--- src/rtl/clk_tick_gen_if.sv ---
// Divisor-programming and tick/status bundle of clk_tick_gen.
// The master side is the system integrator that writes divisors and consumes the strobes.
interface clk_tick_gen_if #(
  parameter int unsigned NUM_CH = 2,
  parameter int unsigned DIV_W  = 16,
  parameter int unsigned CH_W   = 1
);
  logic                wr;
  logic [CH_W-1:0]     wr_ch;
  logic [DIV_W-1:0]    wr_div;
  logic                clk_ok;
  logic                rst_out;
  logic [NUM_CH-1:0]   tick;

  modport master (output wr, wr_ch, wr_div, input clk_ok, rst_out, tick);
  modport slave  (input wr, wr_ch, wr_div, output clk_ok, rst_out, tick);
endinterface

--- src/rtl/clk_tick_gen.sv ---
// Lock-qualified clock-enable generator: waits for a stable PLL lock, then releases
// the system reset and emits phase-aligned per-channel tick strobes.
module clk_tick_gen #(
  parameter int unsigned               NUM_CH     = 2,
  parameter int unsigned               DIV_W      = 16,
  parameter logic [NUM_CH*DIV_W-1:0]   DIVS       = {16'd40, 16'd20},
  parameter int unsigned               STABLE_CYC = 1024,
  parameter int unsigned               CH_W       = (NUM_CH > 1) ? $clog2(NUM_CH) : 1
) (
  input  logic          clk,
  input  logic          rst,
  input  logic          locked_in,
  clk_tick_gen_if.slave bus
);

  localparam int unsigned SC_W = (STABLE_CYC > 2) ? $clog2(STABLE_CYC) : 1;

  typedef enum logic [1:0] {
    WAIT_LOCK = 2'd0,
    STABILISE = 2'd1,
    RUN       = 2'd2
  } state_e;

  state_e            state_q;
  logic [SC_W-1:0]   stab_q;
  logic              sync1_q;
  logic              sync2_q;
  logic              clk_ok_q;
  logic              locked_s;

  logic [DIV_W-1:0]  cnt_q [NUM_CH];
  logic [DIV_W-1:0]  cnt_d [NUM_CH];
  logic [DIV_W-1:0]  div_q [NUM_CH];
  logic [DIV_W-1:0]  div_d [NUM_CH];
  logic [DIV_W-1:0]  shd_q [NUM_CH];
  logic [DIV_W-1:0]  shd_d [NUM_CH];
  logic [NUM_CH-1:0] wrap_c;

  // Two-flop synchroniser for the asynchronous lock indication
  always_ff @(posedge clk or posedge rst) begin
    if (rst) begin
      sync1_q <= 1'b0;
      sync2_q <= 1'b0;
    end else begin
      sync1_q <= locked_in;
      sync2_q <= sync1_q;
    end
  end

  assign locked_s = sync2_q;

  // Lock qualification FSM; clk_ok_q tracks (state_q == RUN)
  always_ff @(posedge clk or posedge rst) begin
    if (rst) begin
      state_q  <= WAIT_LOCK;
      stab_q   <= '0;
      clk_ok_q <= 1'b0;
    end else begin
      case (state_q)
        WAIT_LOCK: begin
          stab_q <= '0;
          if (locked_s) state_q <= STABILISE;
        end
        STABILISE: begin
          if (!locked_s) begin
            state_q <= WAIT_LOCK;
            stab_q  <= '0;
          end else if (stab_q + SC_W'(1) == SC_W'(STABLE_CYC - 1)) begin
            state_q  <= RUN;
            stab_q   <= '0;
            clk_ok_q <= 1'b1;
          end else begin
            stab_q <= stab_q + SC_W'(1);
          end
        end
        RUN: begin
          if (!locked_s) begin
            state_q  <= WAIT_LOCK;
            clk_ok_q <= 1'b0;
          end
        end
        default: begin
          state_q  <= WAIT_LOCK;
          stab_q   <= '0;
          clk_ok_q <= 1'b0;
        end
      endcase
    end
  end

  // Per-channel counters; the shadow divisor lands in the active one at each wrap,
  // and a write in the wrap cycle itself goes straight through
  always_comb begin
    for (int unsigned c = 0; c < NUM_CH; c++) begin
      wrap_c[c] = (div_q[c] <= DIV_W'(1)) || (cnt_q[c] == div_q[c] - DIV_W'(1));
      cnt_d[c]  = (clk_ok_q && locked_s && !wrap_c[c]) ? cnt_q[c] + DIV_W'(1) : '0;
      shd_d[c]  = (bus.wr && (32'(bus.wr_ch) == c)) ? bus.wr_div : shd_q[c];
      div_d[c]  = div_q[c];
      if (!clk_ok_q || wrap_c[c]) div_d[c] = shd_d[c];
    end
  end

  always_ff @(posedge clk or posedge rst) begin
    if (rst) begin
      for (int unsigned c = 0; c < NUM_CH; c++) begin
        cnt_q[c] <= '0;
        div_q[c] <= DIVS[c*DIV_W +: DIV_W];
        shd_q[c] <= DIVS[c*DIV_W +: DIV_W];
      end
    end else begin
      for (int unsigned c = 0; c < NUM_CH; c++) begin
        cnt_q[c] <= cnt_d[c];
        div_q[c] <= div_d[c];
        shd_q[c] <= shd_d[c];
      end
    end
  end

  assign bus.clk_ok  = clk_ok_q;
  assign bus.rst_out = ~clk_ok_q;
  assign bus.tick    = {NUM_CH{clk_ok_q}} & wrap_c;

endmodule

--- src/flat_wrapper.sv ---
// flat-port wrapper written by rule: the top's interface ports become plain ports
module clk_tick_gen_flat 
#(
  parameter int unsigned               NUM_CH     = 2,
  parameter int unsigned               DIV_W      = 16,
  parameter logic [NUM_CH*DIV_W-1:0]   DIVS       = {16'd40, 16'd20},
  parameter int unsigned               STABLE_CYC = 1024,
  parameter int unsigned               CH_W       = (NUM_CH > 1) ? $clog2(NUM_CH) : 1
)
  (clk, rst, locked_in, bus_wr, bus_wr_ch, bus_wr_div, bus_clk_ok, bus_rst_out, bus_tick);
  clk_tick_gen_if #(.NUM_CH(NUM_CH), .DIV_W(DIV_W), .CH_W(CH_W)) bus_i ();
  input  logic clk;
  input  logic rst;
  input  logic locked_in;
  input wire logic [$bits(bus_i.wr)-1:0] bus_wr;
  input wire logic [$bits(bus_i.wr_ch)-1:0] bus_wr_ch;
  input wire logic [$bits(bus_i.wr_div)-1:0] bus_wr_div;
  output wire logic [$bits(bus_i.clk_ok)-1:0] bus_clk_ok;
  output wire logic [$bits(bus_i.rst_out)-1:0] bus_rst_out;
  output wire logic [$bits(bus_i.tick)-1:0] bus_tick;
  assign bus_i.wr = bus_wr;
  assign bus_i.wr_ch = bus_wr_ch;
  assign bus_i.wr_div = bus_wr_div;
  assign bus_clk_ok = bus_i.clk_ok;
  assign bus_rst_out = bus_i.rst_out;
  assign bus_tick = bus_i.tick;
  clk_tick_gen #(.NUM_CH(NUM_CH), .DIV_W(DIV_W), .DIVS(DIVS), .STABLE_CYC(STABLE_CYC), .CH_W(CH_W)) u_core (.clk(clk), .rst(rst), .locked_in(locked_in), .bus(bus_i));
endmodule
--- config.mk ---
export PLATFORM = sky130hd
export DESIGN_NAME = clk_tick_gen_flat
export DESIGN_NICKNAME = d
export VERILOG_FILES = /design/src/rtl/clk_tick_gen_if.sv /design/src/rtl/clk_tick_gen.sv /design/src/flat_wrapper.sv
export SDC_FILE = /design/constraint.sdc
export NUM_CORES = 1
export LEC_CHECK = 0
export CAP_MARGIN = 30
export CORE_MARGIN = 5
export CORE_UTILIZATION = 56
export DETAILED_ROUTE_END_ITERATION = 16
export PLACE_DENSITY = 0.84
export REMOVE_ABC_BUFFERS = 1
export SYNTH_ARGS = -nofsm -noshare
export SYNTH_HDL_FRONTEND = slang
export SYNTH_SLANG_ARGS = --single-unit
--- constraint.sdc ---
create_clock -name clk -period 7.3 [get_ports clk]
set_input_delay 1.46 -clock clk [delete_from_list [all_inputs] [get_ports clk]]
set_output_delay 1.46 -clock clk [all_outputs]
set_load 0.005 [all_outputs]
==> flow_metrics.tcl <==
set metrics [dict create \
    status "complete, no violations" \
    wire_per_inst_um 16.9 \
    post_dp_cell_area_um2 6590 \
    synth.area.top_cells "dfrtp_1 (41%), mux2_2 (6.8%), xor2_1 (5.3%), nor2_1 (4.5%), xnor2_1 (3.5%)" \
    finalSetupViolCount 0 \
    synth_common_cells "dfrtp_1 (103), nor2_1 (75), mux2_2 (38), xor2_1 (38), xnor2_1 (25)" \
    reg2regPathDepth 9 \
    initial_core_util 0.576 \
    min_from "u_core.sync1_q" \
    fmax_ghz 0.191 \
    cts_hold_buf 0 \
    num_io_pins 25 \
    io_buffer_count 24 \
    drc_errors 0 \
    cts.sinks 111 \
    cp_num_buf_inv 2 \
    max_slew_margin 0.357 \
    cp.depth 10 \
    ir_worst_vdd_v 0.000128 \
    crit_family "simple AND/OR/NAND/NOR gates" \
    tightest_slew_ns 0.961 \
    area_delta_synth_final_pct 10.0 \
    cp.arrival_ns 3.76 \
    diodes 0 \
    seq_area_frac_synth 0.443 \
    synthArstFlopShare 1.00 \
    drt_iter0_drc 422 \
    pwr-share-comb 0.159 \
    dpl.hpwl_um 9200 \
    cts_resized 0 \
    htreeDepth 3 \
    hold-path-endpoint "u_core.locked_s" \
    reg2reg_to "u_core.cnt_q[3]" \
    criticalPathCategory "reg -> out" \
    std_cell_rows 38 \
    nFillCells 862 \
    cp-start-kind "flop" \
    avgSynthCellArea_um2 10.4 \
    endpoint_kind "output pin" \
    synth_edf_count 0 \
    slew_viol_final 0 \
    overflow 0 \
    yosysMostFrequentCell "dfrtp_1" \
    synth_cell_types 68 \
    switching_share 0.282 \
    r2r_slack_ns 3.81 \
    gp_congestion 0.979 \
    dieArea_um2 13500 \
    clk_pin_slew_ns 0.07 \
    grt_pass1_vias 4693 \
    grt_max_degree 83 \
    ys_warn_count 0 \
    fin_worst_skew_ns 0.00565 \
    ys_ff_latch 111 \
    antenna_found_initial 0 \
    cp_common_cell "a21oi_1" \
    clock_path_buffers 2 \
    cap_violations 0 \
    vias 4655 \
    critPathMaxStageDelay_ns 0.57 \
    finalCritPeriodShare 0.715 \
    seqPwrFrac 0.494 \
    synth.top_cell.area_share 0.410 \
    grt_usage 0.212 \
    first_pass_iters 5 \
    clkPwrFrac 0.347 \
    tns_ns 0 \
    rsz0062_at_grt "no" \
    r2r_start "u_core.div_q[0]" \
    cts_buffers 9 \
    die_h_um 116 \
    ant_nets 0 \
    p_switching_uw 417 \
    post-route-min-period_ns 5.22 \
    layout-drive-gt1-share 0.174 \
    wirelength_um 12900 \
    leakagePower_uw 0.00281 \
    post_cts_buffers 0 \
    syn-cell-area_um2 6290 \
    ys.flop_type "dfrtp_1" \
    hold_class "reg -> reg" \
    fp.coreArea_um2 10900 \
    fin_area_um2 6920 \
    via_per_inst 6.12 \
    critical-path-slowest-cell "nor4_1" \
    cp_cell_sequence "inv_1, ha_1, or3b_1, nor4_1, nand4_1, a21oi_1, and4_1, a21oi_1, nor2_1, clkdlybuf4s50_1" \
    die_w_um 116 \
    power_density_nw_per_um2 213 \
    grt_pass1_wl_um 22600 \
    root_buffer "clkbuf_16" \
    hold_depth 0 \
    path_max_fanout 9 \
    layout.nets 645 \
    p_int_uw 1060 \
    clock_latency_ns 0.36 \
    cts_tree "yes" \
    cp.required_ns 5.84 \
    synthCells 606 \
    synth_top_area_cell "dfrtp_1" \
    final_hold_viol_count 0 \
]
[area by class of cell]
| cell class | instances | area (um^2) | area share |
|---|---|---|---|
| Multi-Input combinational cell | 450 | 3280 | 0.474 |
| Sequential cell | 111 | 2790 | 0.403 |
| Timing Repair Buffer | 28 | 308 | 0.0445 |
| Clock buffer | 10 | 229 | 0.0331 |
| Tap cell | 140 | 175 | 0.0253 |
| Clock inverter | 6 | 77.6 | 0.0112 |
| Inverter | 16 | 62.6 | 0.00904 |
[per-stage QoR]
step,std cells,worst slack [ns],hold WS (ns),total power [uW],util
final,761,2.08,0.359,1480,0.633
after global routing,761,1.77,0.366,1550,0.633
after CTS,760,2.12,0.364,1480,0.631
after detailed placement,744,2.54,0.347,971,0.603
after global placement,742,2.69,0.334,958,0.600
after floorplan,577,2.92,0.331,904,-
[placed cells by master (no fill, tap or decap), types with 18 or more instances in the layout]
cell             Yosys  final
clkdlybuf4s50_1      0     24
dfrtp_1            103    103
mux2_2              38     38
nand2_1             23     23
nand2b_1            22     22
nand3_1             24     24
nor2_1              75     75
nor3_1              18     18
xnor2_1             25     25
xor2_1              38     38
[power groups by stage]
stage / sequential, uW / combinational, uW / clock [uW]
after floorplan: 722 / 182 / 0
after global placement: 735 / 222 / 0
after detailed placement: 740 / 231 / 0
after CTS: 728 / 234 / 521
after global routing: 737 / 262 / 548
final: 729 / 235 / 513
[logic make-up (layout without fill, tap and decap cells)]
group / Yosys count / count (layout) / synth area share
compound gates: 102 / 102 / 0.133
buf+inv: 45 / 60 / 0.0352
fa+ha+maj: 8 / 8 / 0.0159
flops: 111 / 111 / 0.443
simple gates: 229 / 229 / 0.193
mux: 48 / 48 / 0.0918
xor+xnor: 63 / 63 / 0.0877
[how the worst max path moves through the flow]
| stage | startpoint | to | slack, ns |
|---|---|---|---|
| after floorplan | rst | u_core.bus.clk_ok | 2.92 |
| after global placement | u_core.div_q[0] | bus_tick[1] | 2.69 |
| after detailed placement | u_core.div_q[0] | bus_tick[1] | 2.54 |
| after CTS | u_core.div_q[0] | bus_tick[1] | 2.12 |
| after global routing | u_core.div_q[0] | bus_tick[1] | 1.77 |
| final | u_core.div_q[0] | bus_tick[1] | 2.08 |
[sequential cells by signal, summed over array words and instances, names as in the netlist]
name               cells
u_core.cnt_q          32
u_core.div_q          32
u_core.shd_q          32
u_core.stab_q         10
u_core.state_q         2
u_core.bus.clk_ok      1
u_core.locked_s        1
u_core.sync1_q         1
[metal layers]
metal	vias up	wire, um	global-route usage
met5	-	0	0
met4	0	355	0.0951
met3	23	676	0.0339
met2	154	5990	0.328
met1	2298	5840	0.296
li1	2180	-	-
[worst reg2reg max path: cells and delay by family (launching register included)]
family / cells / cell delay, ns
adders and majority gates: 1 / 0.28
and+or+nand+nor: 5 / 1.68
buffers and inverters: 1 / 0.10
AOI/OAI and AO/OA: 2 / 0.82
DFF: 1 / 0.49
(Power assumes the default switching activity.)
